$ cat src/rtl/inst_fetch.sv
// Instruction fetch stage: drives the instruction ROM from an internal pc and queues fetched words
// in a small FIFO toward decode. Define FETCH_MISALIGN_CHK_EN to trap misaligned branch targets.
module inst_fetch #(
    parameter logic [31:0] RESET_PC  = 32'h0000_0000,
    parameter int          BUF_DEPTH = 2
) (
    input  logic        clk,
    input  logic        rst_n,
    output logic        rom_ce,
    output logic [31:0] rom_addr,
    input  logic [31:0] rom_inst,
    input  logic        branch_flag,
    input  logic [31:0] branch_target,
    output logic        if_valid,
    input  logic        if_ready,
    output logic [31:0] if_inst,
    output logic [31:0] if_pc,
    output logic        exc_misalign
);

    localparam logic [1:0] DEPTH_CNT = 2'(BUF_DEPTH);

    logic [31:0] pc_q, pc_d;
    logic        rom_ce_q;
    logic [1:0]  count_q, count_d;
    logic [31:0] inst_buf_q [BUF_DEPTH];
    logic [31:0] inst_buf_d [BUF_DEPTH];
    logic [31:0] pc_buf_q   [BUF_DEPTH];
    logic [31:0] pc_buf_d   [BUF_DEPTH];

    logic        dequeue;
    logic        fetch;
    logic        fetch_halt;
    logic [31:0] branch_pc;
    logic [1:0]  wr_idx;

    assign rom_addr = pc_q;
    assign rom_ce   = rom_ce_q;

    // Entry 0 is always the head; it is left untouched when the buffer drains so the outputs hold.
    assign if_valid = (count_q != 2'd0) && !branch_flag;
    assign if_inst  = inst_buf_q[0];
    assign if_pc    = pc_buf_q[0];

    assign dequeue = if_valid && if_ready;
    assign fetch   = rom_ce_q && !branch_flag && !fetch_halt &&
                     ((count_q < DEPTH_CNT) || dequeue);
    assign wr_idx  = dequeue ? (count_q - 2'd1) : count_q;

`ifdef FETCH_MISALIGN_CHK_EN
    logic exc_q, exc_d;
    logic halt_q, halt_d;

    assign branch_pc    = branch_target;
    assign exc_misalign = exc_q;
    assign fetch_halt   = halt_q;

    // Every branch re-evaluates alignment, so an aligned redirect is the only way out of a halt.
    always_comb begin
        exc_d  = exc_q;
        halt_d = halt_q;
        if (branch_flag) begin
            exc_d  = |branch_target[1:0];
            halt_d = |branch_target[1:0];
        end
    end

    always_ff @(posedge clk or negedge rst_n) begin
        if (!rst_n) begin
            exc_q  <= 1'b0;
            halt_q <= 1'b0;
        end else begin
            exc_q  <= exc_d;
            halt_q <= halt_d;
        end
    end
`else
    logic unused_target_bits;

    assign unused_target_bits = ^branch_target[1:0];
    assign branch_pc          = {branch_target[31:2], 2'b00};
    assign exc_misalign       = 1'b0;
    assign fetch_halt         = 1'b0;
`endif

    always_comb begin
        pc_d = pc_q;
        if (branch_flag) begin
            pc_d = branch_pc;
        end else if (fetch) begin
            pc_d = pc_q + 32'd4;
        end
    end

    always_comb begin
        count_d = count_q;
        if (branch_flag) begin
            count_d = 2'd0;
        end else if (fetch && !dequeue) begin
            count_d = count_q + 2'd1;
        end else if (!fetch && dequeue) begin
            count_d = count_q - 2'd1;
        end
    end

    // Branch cycles never dequeue or fetch, so leaving the storage alone there is a flush.
    always_comb begin
        inst_buf_d = inst_buf_q;
        pc_buf_d   = pc_buf_q;
        if (dequeue) begin
            for (int i = 0; i < BUF_DEPTH - 1; i++) begin
                if ((i + 1) < int'(count_q)) begin
                    inst_buf_d[i] = inst_buf_q[i + 1];
                    pc_buf_d[i]   = pc_buf_q[i + 1];
                end
            end
        end
        if (fetch) begin
            for (int i = 0; i < BUF_DEPTH; i++) begin
                if (int'(wr_idx) == i) begin
                    inst_buf_d[i] = rom_inst;
                    pc_buf_d[i]   = pc_q;
                end
            end
        end
    end

    always_ff @(posedge clk or negedge rst_n) begin
        if (!rst_n) begin
            pc_q     <= RESET_PC;
            rom_ce_q <= 1'b0;
            count_q  <= 2'd0;
            for (int i = 0; i < BUF_DEPTH; i++) begin
                inst_buf_q[i] <= 32'd0;
                pc_buf_q[i]   <= 32'd0;
            end
        end else begin
            pc_q       <= pc_d;
            rom_ce_q   <= 1'b1;
            count_q    <= count_d;
            inst_buf_q <= inst_buf_d;
            pc_buf_q   <= pc_buf_d;
        end
    end

endmodule

$ cat config.mk
export PLATFORM = sky130hd
export DESIGN_NAME = inst_fetch
export DESIGN_NICKNAME = d
export VERILOG_FILES = /design/src/rtl/inst_fetch.sv
export SDC_FILE = /design/constraint.sdc
export NUM_CORES = 1
export LEC_CHECK = 0
export CORE_MARGIN = 4
export CORE_UTILIZATION = 50
export DETAILED_ROUTE_END_ITERATION = 8
export DONT_BUFFER_PORTS = 1
export PLACE_DENSITY = 0.76
export SYNTH_ARGS = -nofsm -noshare
export SYNTH_HDL_FRONTEND = slang
export SYNTH_SLANG_ARGS = --single-unit
$ cat constraint.sdc
create_clock -name clk -period 4.14 [get_ports clk]
set_input_delay 0.828 -clock clk [delete_from_list [all_inputs] [get_ports clk]]
set_output_delay 0.828 -clock clk [all_outputs]
set_load 0.01 [all_outputs]
==> results summary, run 1 <==
The run finished with clean final reports. The total die area came out at 0.0176 sq mm. The number of cells on the worst reg-to-reg path is 7.

The quantity of I/O buffers inserted on ports is 0. The maximum clock frequency is approximately 0.34 GHz. In this run the register-to-register setup slack is about 1.2 ns. The top fanout value on the critical path is 62. The cell chosen for the clock root is sky130_fd_sc_hd__clkbuf_16. The relative max-transition margin is 36.6%.

The number of warning messages in the yosys log came out at 0. The final-report hold violation count is 0. The mean instance size in the synthesized netlist is 11.0 sq um. The wire length per cell after detailed routing came out at 19.3 um. The worst setup path is of the reg2reg kind. The insertion delay of the later-clocked pin in the worst-skew pair is 0.41 ns. The static leakage power is roughly 3.2 nW. In this run the core area contains 45 standard-cell rows. The aggregate negative setup slack came out at 0 ns. The remaining antenna violation count came out at 0. The flop and latch count out of synthesis is 159. For this run, the leading register cell type out of synthesis is sky130_fd_sc_hd__dfrtp_1. The actual slew at the worst max-slew pin came out at 0.951 ns. After global routing the overflow that remains totals 0. The number of setup buffers added after CTS is 0. The number of standard cells after synthesis came out at 706. The reported max-cap violation count is 0. The region available for standard cell placement spans 0.0152 sq mm. The sequential area share after synthesis came out at 51.3%. The number of design rule violations left after detail routing is 0. The number of design-rule violations left by the first detailed-router iteration came out at 292.

The chip width came out at 133 um. The final route contains about 4700 vias. The final setup skew is 0.00710 ns.

The element type at the critical path end is a flip-flop. The worst setup path is launched from a flip-flop. The power density normalized to cell area came out at 685 mW/mm^2. The post-synthesis instance area is 0.00775 sq mm.

The diode insertion count for antenna repair came out at 0. Clock tree synthesis inserted a total of 17 buffers. The total power consumption of the routed design is 0.00544 W. The total global routing track utilization is between 15 and 20%. The net count of the finished layout is approximately 690. The height of the chip came out at 133 um. The top cell types in the final layout, fill and taps aside, are sky130_fd_sc_hd__dfrtp_1 (159), sky130_fd_sc_hd__nand2_1 (104), sky130_fd_sc_hd__o21ai_0 (82). For this run, asynchronously set or reset flops after synthesis account for 100%. The critical path arrival is 3.25 ns. Subtracting the final worst setup slack from the clock period gives roughly 3 ns. The clock-pin slew on the worst setup and hold paths is 0.06 ns.

Setup repair after global routing left no endpoint under its margin. The most critical setup path has its endpoint at inst_buf_q[24]$_DFFE_PN0P_. In the final layout, the share of cells above drive strength 1 is about 17%. The area growth from synthesis to layout is 2.49%. Synthesis instantiated 40 different standard cells from the library.

Using the TritonRoute via totals, the vias-per-cell ratio works out to 5.66. The number of global-route vias before repair is 4849. Routability-driven placement finished with a final weighted congestion of ~0.79.

The post-route fraction of the period consumed by the critical path is 71.3%. The length of the first detailed-routing pass in iterations is 4. The H-tree depth came out at 4. The most critical setup path has its startpoint at count_q[0]$_DFFE_PN0P_.

The number of flops mapped to enable cells by yosys came out at 0. The TritonCTS sink count is 159. TritonCTS built the clock tree. The number of buffers added to fix hold violations after cts came out at 0.

The maximum clock insertion buffer count is 2. The largest net degree at the start of global routing is 160. Setup violations remaining at the end of the flow were counted as 0.

The type of the worst min-delay path is in2async. The first global-routing pass estimated between 20 and 30 mm of wire. The initial utilization of the core area, before any placement, comes to approximately half. In this run the critical register-to-register path is launched from count_q[0]$_DFFE_PN0P_.

For this block, the routed nets add up to between 15 and 20 mm of wire. IR analysis of the VDD net gives a maximum drop of 0.298 mV. At the worst endpoint, the required time is ~4.4 ns. The number of pins exceeding their max-slew limit in the final report is 0. The number of gates given a new drive strength after cts came out at 0. The I/O pin count came out at approximately 170. The initial antenna violation count came to 1. Leaving out fill and tap cells, the most frequent cell in the layout is sky130_fd_sc_hd__dfrtp_1.

The wire-length estimate of the detail-placed layout is about 11 mm. The endpoint identified for the worst register-to-register timing path is inst_buf_q[24]$_DFFE_PN0P_.
how the worst min path moves through the flow:
stage                                      end  slack (ns)  cells past startpoint
CTS                  inst_buf_q[9]$_DFFE_PN0P_        0.08                      0
detailed placement  inst_buf_q[15]$_DFFE_PN0P_        0.49                      1
floorplan            inst_buf_q[0]$_DFFE_PN0P_        0.48                      1
global placement    inst_buf_q[16]$_DFFE_PN0P_        0.49                      1
global route         inst_buf_q[9]$_DFFE_PN0P_        0.07                      0
finish                   if_inst[14]$_DFF_PN0_        0.11                      0
cells by family after synthesis:
kind of cell	after synthesis	share of synthesized area [%]
other	2	0.0969
AOI/OAI and AO/OA	95	6.63
DFF	159	51.3
xor gates and xnor gates	29	3.28
and+or+nand+nor	173	10.7
muxes	131	18.0
buffers and inverters	114	9.49
adders and majority gates	3	0.484
sequential cells by signal (all words and copies together) (netlist names):
signal and flops:
count_q 2, if_inst 32, if_pc 32, inst_buf_q 32
pc_buf_q 30, rom_addr 30, rom_ce 1
worst max-delay path, cell delays in order (launching register included):
cell and delay (ns):
sky130_fd_sc_hd__dfrtp_1 0.45, sky130_fd_sc_hd__inv_1 0.14, sky130_fd_sc_hd__ha_1 0.21, sky130_fd_sc_hd__and2b_1 0.23, sky130_fd_sc_hd__o21ai_1 0.37, sky130_fd_sc_hd__or2_2 0.22, sky130_fd_sc_hd__nand2b_4 0.72, sky130_fd_sc_hd__mux2_2 0.42
per-layer routing:
layer,share of wire [%],track usage [%]
met1,39,20.9
met2,48,29.5
met3,11,9.47
met4,1.9,6.29
met5,0.076,0
cells in the mapped netlist (all sizes together) (13+ instances only):
cell	n	share of area, %
nand2	104	5.0
buf	90	8.3
mux2	67	9.7
dfrtp	159	51
xnor2	16	1.8
o21ai	87	5.6
mux2i	64	8.3
clkbuf	19	0.92
xor2	13	1.5
power breakdown:
group          total, W  switching, W  internal (W)
sequential      0.00277      0.000601       0.00217
clock           0.00161      0.000609       0.00100
combinational   0.00106      0.000508      0.000552
per-stage QoR:
| step | cell area [sq um] | setup slack, ns | instances | utilization (%) | hold slack (ns) |
|---|---|---|---|---|---|
| after floorplan | 7760 | 1.67 | 708 | - | 0.479 |
| after global placement | 7320 | 1.25 | 791 | 48.2 | 0.486 |
| after detailed placement | 7320 | 1.18 | 791 | 48.2 | 0.494 |
| after CTS | 7950 | 1.20 | 823 | 52.3 | 0.0833 |
| after global routing | 7950 | 1.11 | 823 | 52.3 | 0.0710 |
| final | 7950 | 1.19 | 823 | 52.3 | 0.108 |
final cells by class:
| cell class | count | area, sq um |
|---|---|---|
| inverter | 5 | 18.8 |
| clock inverter | 11 | 154 |
| sequential | 159 | 3980 |
| tap | 188 | 235 |
| multi-input combinational | 435 | 3060 |
| clock buffer | 21 | 470 |
| timing repair buffer | 4 | 30.0 |
| fill | 1331 | 7260 |
Power figures use the tool's default switching activity.
==> run 2: changes to the inputs <==
--- a/config.mk
+++ b/config.mk
@@ -9,7 +9,7 @@
 export CORE_UTILIZATION = 50
 export DETAILED_ROUTE_END_ITERATION = 8
 export DONT_BUFFER_PORTS = 1
-export PLACE_DENSITY = 0.76
+export PLACE_DENSITY = 0.79
 export SYNTH_ARGS = -nofsm -noshare
 export SYNTH_HDL_FRONTEND = slang
 export SYNTH_SLANG_ARGS = --single-unit
==> constraint.sdc (replaced) <==
create_clock -name clk -period 2.4 [get_ports clk]
set_input_delay 0.48 -clock clk [delete_from_list [all_inputs] [get_ports clk]]
set_output_delay 0.48 -clock clk [all_outputs]
set_load 0.01 [all_outputs]
==> results summary, run 2 (synthesis results as in run 1) <==
The data required time of the worst path came out at 2.69 ns. In the global route stage, overall resource usage came out at roughly 19%. Clock tree synthesis inserted a total of 17 buffers. The remaining antenna violation count is 0. The top fanout value on the critical path came out at 25. The fraction of power consumed by the clock network came out at 29.8%.

The fill cell total of the finished layout is 1289. The quantity of I/O buffers inserted on ports is 0. The largest voltage drop on the vdd net is 0.533 mV. The TritonCTS sink count came out at about 160.

The maximum clock frequency is ~0.43 GHz. The element type at the critical path end is a flip-flop. Compared with the post-synthesis result, the final layout area differs by 6.20%. The final setup skew is approximately 0.0092 ns. The power density normalized to cell area came out at 1180 mW/mm^2. The effective utilization at floorplan is approximately half. Walking the worst path, the cells encountered are inv_1 -> ha_1 -> and2b_1 -> o21ai_1 -> or2_2 -> nand2b_4 -> buf_12 -> mux2_2. The critical path arrival is around 2.6 ns.

The via count came out at a little under 5000. The library cells used most frequently in the layout, excluding fill and tap cells, are sky130_fd_sc_hd__dfrtp_1 (159), sky130_fd_sc_hd__nand2_1 (104), sky130_fd_sc_hd__o21ai_0 (82). Per report_power, the combinational group accounts for 21.1% of the total. The row count is 45. Hold timing on the final database bottoms out at a slack of -0.245 ns. The TritonCTS clock tree is done. The initial antenna violation count came out at 0. The most common cell after layout, fill and taps aside is sky130_fd_sc_hd__dfrtp_1. Max-cap violations in this run came to 0. The worst register-to-register path begins at count_q[1]$_DFFE_PN0P_. The static leakage power came out at 3.35 nW. In the routed design, unresolved DRC markers number 0. On the worst path, the slowest cell contributes a delay of around 0.4 ns. 0 antenna diodes ended up in the layout.

The aggregate negative setup slack is 0 ns. Across the whole layout, storage elements account for 0.00398 sq mm. The net count of the finished layout came out at 716. The flow ran to the end, but the final reports show violations. The analysis attributes to net switching a power of roughly 0.003 W.

Clock-pin slew was measured on the worst setup and hold paths at 0.06 ns. The share of total power in sequential cells is between 40% and 50%. The final RePlAce weighted congestion is 0.783. The insertion delay of the later-clocked pin in the worst-skew pair is 0.41 ns.

The largest net degree at the start of global routing came out at 160. The cell area after layout is 0.00823 sq mm. The length of the first detailed-routing pass in iterations came out at 4. The number of design-rule violations left by the first detailed-router iteration is 282. The origin of the worst setup path is count_q[1]$_DFFE_PN0P_. The actual slew at the worst max-slew pin came out at roughly 0.50 ns. In this run the deepest clock path goes through 2 buffers. The H-tree depth came out at 4.

The core utilization of the finished layout is 54.2%. The relative max-transition margin is 66.6%. The internal portion of total power is 0.00663 W.

The final reports fail on negative hold slack. The number of pins exceeding their max-slew limit in the final report is 0. Setup repair after global routing left no endpoint under its margin. The post-detailed-placement cell area came out at 0.00753 sq mm. After detailed routing, the average wire length per cell comes to 20.2 um. The final-report hold violation count came out at roughly 160. Summed over all nets, the half-perimeter wirelength after detailed placement is ~12 mm. The tree is rooted in a sky130_fd_sc_hd__clkbuf_16. The total instance count after detailed placement is 809.

The area occupied by multi-input gates came out at 0.00307 sq mm. The post-route fraction of the period consumed by the critical path came out at 95.8%. The minimum clock period after layout is 2.30 ns.

For this block, the routed nets add up to 17.1 mm of wire. The worst setup path is launched from a flip-flop. The number of global-route vias before repair is 4995. The height of the chip came out at 133 um.

Setup violations remaining at the end of the flow were counted as 0. The floorplan step defined a core boundary enclosing 0.0152 sq mm. The I/O pin count is 167. The path class of the tightest hold or removal check is in2async.

The post-route non-filler standard cell count came out at 846. The total overflow reported by the global router came out at 0. The total die area is 0.0176 sq mm. The switching power as a share of total power is 31.6%.

The worst setup path is of the reg2reg kind. In the final layout, the share of cells above drive strength 1 is 20.5%. The largest individual stage delay along the critical path comes from the cell sky130_fd_sc_hd__dfrtp_1. The chip width is 133 um. The average vias per placed instance is 5.71.

The first global-routing pass estimated 27.1 mm of wire.
## run 2: worst max-delay path, delay by kind of cell, from the launching register on
kind / cells / cell delay [ns]
AOI/OAI and AO/OA: 1 / 0.18
adders and majority gates: 1 / 0.24
buffers and inverters: 2 / 0.38
DFF: 1 / 0.40
muxes: 1 / 0.36
and+or+nand+nor: 3 / 0.61
## run 2: repair_timing
| item | CTS | global route |
|---|---|---|
| endpoints found under the hold margin | 159 | 159 |
| endpoints found under the setup margin | 0 | 89 |
| buffers inserted | 0 | 4 |
| resized for setup | 0 | 6 |
## run 2: power by group through the flow
| stage | clock [W] | sequential (W) | combinational [W] |
|---|---|---|---|
| 6_report | 0.00289 | 0.00475 | 0.00205 |
| 2_1_floorplan | 0 | 0.00425 | 0.00251 |
| 3_5_place_dp | 0 | 0.00480 | 0.00202 |
| 4_1_cts | 0.00297 | 0.00476 | 0.00203 |
| 5_1_grt | 0.00310 | 0.00487 | 0.00230 |
| 3_3_place_gp | 0 | 0.00471 | 0.00188 |
## run 2: cell type report
class,count,area share (%)
Sequential cell,159,48.3
Multi-Input combinational cell,435,37.3
Clock buffer,20,5.55
Timing Repair Buffer,27,3.53
Tap cell,188,2.86
Clock inverter,12,2.22
Inverter,5,0.228
## run 2: path summary, 6_finish.rpt
| path | to | slack (ns) | depth (start not counted) |
|---|---|---|---|
| min reg2reg | inst_buf_q[17]$_DFFE_PN0P_ | 0.50 | 1 |
| max reg2reg | inst_buf_q[22]$_DFFE_PN0P_ | 0.1 | 8 |
| min | if_inst[11]$_DFF_PN0_ | -0.25 | 0 |
| min in group clk | count_q[1]$_DFFE_PN0P_ | 0.15 | 1 |
| max in group asynchronous | if_inst[2]$_DFF_PN0_ | 2.38 | 0 |
| max | inst_buf_q[22]$_DFFE_PN0P_ | 0.1 | 8 |
## run 2: per-layer routing
layer / share of wire, % / vias up / wire [um] / GRT usage, %
met3: 10 / 15 / 1730 / 9.54
met1: 41 / 2427 / 6950 / 23.5
met4: 0.91 / 0 / 155 / 5.20
met5: 0 / - / 0 / 0
li1: - / 2234 / - / -
met2: 48 / 156 / 8240 / 30.7
## run 2: stage by stage
stage	total power [W]	setup slack [ns]
after floorplan	0.00676	0.155
after global placement	0.00659	0.209
after detailed placement	0.00683	0.0777
after CTS	0.00976	0.0491
after global routing	0.0103	0.00272
final	0.00968	0.0998
==> run 3: changes to the inputs <==
==> constraint.sdc (replaced) <==
create_clock -name clk -period 2.4 [get_ports clk]
set_input_delay 0.48 -clock clk [delete_from_list [all_inputs] [get_ports clk]]
set_output_delay 0.48 -clock clk [all_outputs]
set_load 0.005 [all_outputs]
==> results summary, run 3 (synthesis results as in run 1) <==
The run finished, with violations left. The final reports fail on negative hold slack. The number of pins exceeding their max-slew limit in the final report came out at 0. Setup violations remaining at the end of the flow were counted as 0. For this design the ratio of total power to cell area is 1150 mW/mm^2. The largest net degree at the start of global routing is 160. The wire length per cell after detailed routing is between 20 and 25 um.

Global routing used 19.4% of the available tracks across all layers. The quantity of I/O buffers inserted on ports came out at 0. Once layout is complete, the cells apart from fillers number 840. The initial antenna violation count is 0. In this run the tightest slew margin relative to its limit is a little under two thirds. The wire length of the first global-routing pass is 27.0 mm. The aggregate negative setup slack is 0 ns. The worst setup path is launched from a flip-flop. The floorplan core area is 0.0152 sq mm. The reported net switching power came out at 0.00287 W. After detailed routing, the number of vias per cell comes to 5.78. The internal portion of total power is ~0.0065 W.

The post-synthesis to final-layout area growth came out at 5.45%. The cell sitting at the root of the clock tree is a sky130_fd_sc_hd__clkbuf_16. The largest voltage drop on the vdd net came out at between 0.5 and 0.6 mV. In this run, the combinational gates consume about 22% of the power. The type of the worst min-delay path is in2async. On the final layout, the worst hold slack is -0.240 ns. The height of the chip came out at 133 um.

The reported max-cap violation count is 0. In this run switching power makes up a little over 30% of total power. The data required time of the worst path is 2.69 ns. The fraction of layout cells with a size suffix above 1 is 19.8%. The share of total power in sequential cells came out at between 40% and 50%. The number of global-route vias before repair is 5066. The remaining antenna violation count came out at 0. The insertion delay of the later-clocked pin in the worst-skew pair came out at 0.41 ns.

The minimum clock period after layout is 2.26 ns. The TritonCTS sink count came out at 159. The static leakage power is 3.33 nW. The final-report hold violation count is 159. The sum of net half-perimeters after detailed placement is 11.5 mm. The critical path starts at count_q[1]$_DFFE_PN0P_.

The final route contains 4855 vias. In this run the register-to-register setup slack is 0.14 ns. The element type at the critical path end is a flip-flop.

The total die area is 0.0176 sq mm. The core utilization of the finished layout is between 50% and 60%. The diode insertion count for antenna repair is 0. The critical path in this run is classified as reg2reg. The worst register-to-register path begins at count_q[1]$_DFFE_PN0P_. The number of design rule violations left after detail routing is 0. The post-detailed-routing wire length is ~17 mm. Of the total power, the clock network draws 29.6%. The total instance count after detailed placement is between 800 and 900. The row count is 45. The critical path arrival came out at 2.55 ns.

The number of design-rule violations left by the first detailed-router iteration is 268. The effective utilization at floorplan is 51.0%. Leaving out fill and tap cells, the most frequent cell in the layout is sky130_fd_sc_hd__dfrtp_1. Based on the critical path, the design can be clocked at up to about 0.44 GHz. The chip width is around 130 um.

The maximum clock insertion buffer count came out at 2. The number of cells on the worst reg-to-reg path came out at 8. TritonCTS built the clock tree. The H-tree generated during clock tree synthesis spans 4 levels.

The post-route fraction of the period consumed by the critical path is 94.1%. For this run the aggregate overflow at the end of global routing stands at 0. The number of buffers created by CTS came out at 17.

The most critical setup path has its endpoint at rom_addr[22]$_DFFE_PN0P_. Setup repair after global routing left no endpoint under its margin. Routability-driven placement finished with a final weighted congestion of about 0.79. Along the worst path, the maximum fanout reaches 8. On the final layout, the worst clock skew is approximately 0.0065 ns.

The I/O pin count is 167. Leaving out fill and tap cells, the most frequent cells in the layout are sky130_fd_sc_hd__dfrtp_1 (159), sky130_fd_sc_hd__nand2_1 (104), sky130_fd_sc_hd__o21ai_0 (82). The actual slew at the worst max-slew pin is 0.538 ns. The length of the first detailed-routing pass in iterations is 4. In this run the critical register-to-register path is captured at rom_addr[22]$_DFFE_PN0P_. After clock tree synthesis, the clock-pin slew on the worst setup and hold paths is 0.06 ns.

The net count of the finished layout is 710.
[run 3: power by group through the flow]
stage | Clock [W] | Sequential [W] | Combinational (W)
2_1_floorplan | 0 | 0.00423 | 0.00231
3_3_place_gp | 0 | 0.00454 | 0.00181
3_5_place_dp | 0 | 0.00463 | 0.00198
4_1_cts | 0.00285 | 0.00459 | 0.00197
5_1_grt | 0.00300 | 0.00471 | 0.00227
6_report | 0.00278 | 0.00458 | 0.00204
[run 3: worst max-delay path, stage by stage (launching register included)]
cell	delay (ns)
sky130_fd_sc_hd__dfrtp_1	0.36
sky130_fd_sc_hd__inv_1	0.11
sky130_fd_sc_hd__ha_2	0.21
sky130_fd_sc_hd__nand4bb_1	0.27
sky130_fd_sc_hd__a211o_2	0.43
sky130_fd_sc_hd__buf_4	0.20
sky130_fd_sc_hd__nor4_1	0.24
sky130_fd_sc_hd__mux2i_1	0.23
sky130_fd_sc_hd__nand2_1	0.08
[run 3: worst min path at each step]
stage | endpoint | slack [ns] | cells past startpoint
floorplan | count_q[0]$_DFFE_PN0P_ | 0.18 | 0
global placement | if_inst[10]$_DFF_PN0_ | 0.19 | 0
detailed placement | if_inst[9]$_DFF_PN0_ | 0.19 | 0
CTS | if_inst[10]$_DFF_PN0_ | -0.27 | 0
global route | if_inst[12]$_DFF_PN0_ | -0.28 | 0
finish | if_inst[10]$_DFF_PN0_ | -0.24 | 0
[run 3: layout make-up]
type,count,area (sq um)
fill,1302,7030
clock inverter,12,158
tap,188,235
sequential,159,3980
multi-input combinational,435,3070
clock buffer,20,457
timing repair buffer,21,263
inverter,5,18.8
[run 3: timing repair]
item,4_1_cts,5_1_grt
hold endpoints to repair,159,159
gates resized for setup,0,8
endpoints found under the setup margin,0,92
buffers inserted,0,2
[run 3: stage by stage]
| stage | power, W | instance area (sq um) | setup WS, ns | hold slack, ns |
|---|---|---|---|---|
| after floorplan | 0.00654 | 7760 | 0.155 | 0.184 |
| after global placement | 0.00636 | 7480 | 0.180 | 0.188 |
| after detailed placement | 0.00661 | 7480 | 0.0508 | 0.188 |
| after CTS | 0.00941 | 8100 | 0.0401 | -0.267 |
| after global routing | 0.00997 | 8180 | 0.00208 | -0.280 |
| final | 0.00939 | 8180 | 0.142 | -0.240 |
[run 3: per-layer routing]
| layer | vias up | global-route usage (%) | part of all wire (%) |
|---|---|---|---|
| li1 | 2219 | - | - |
| met1 | 2421 | 22.7 | 41 |
| met2 | 186 | 31.4 | 48 |
| met3 | 29 | 9.47 | 9.7 |
| met4 | 0 | 6.70 | 1.9 |
| met5 | - | 0 | 0 |
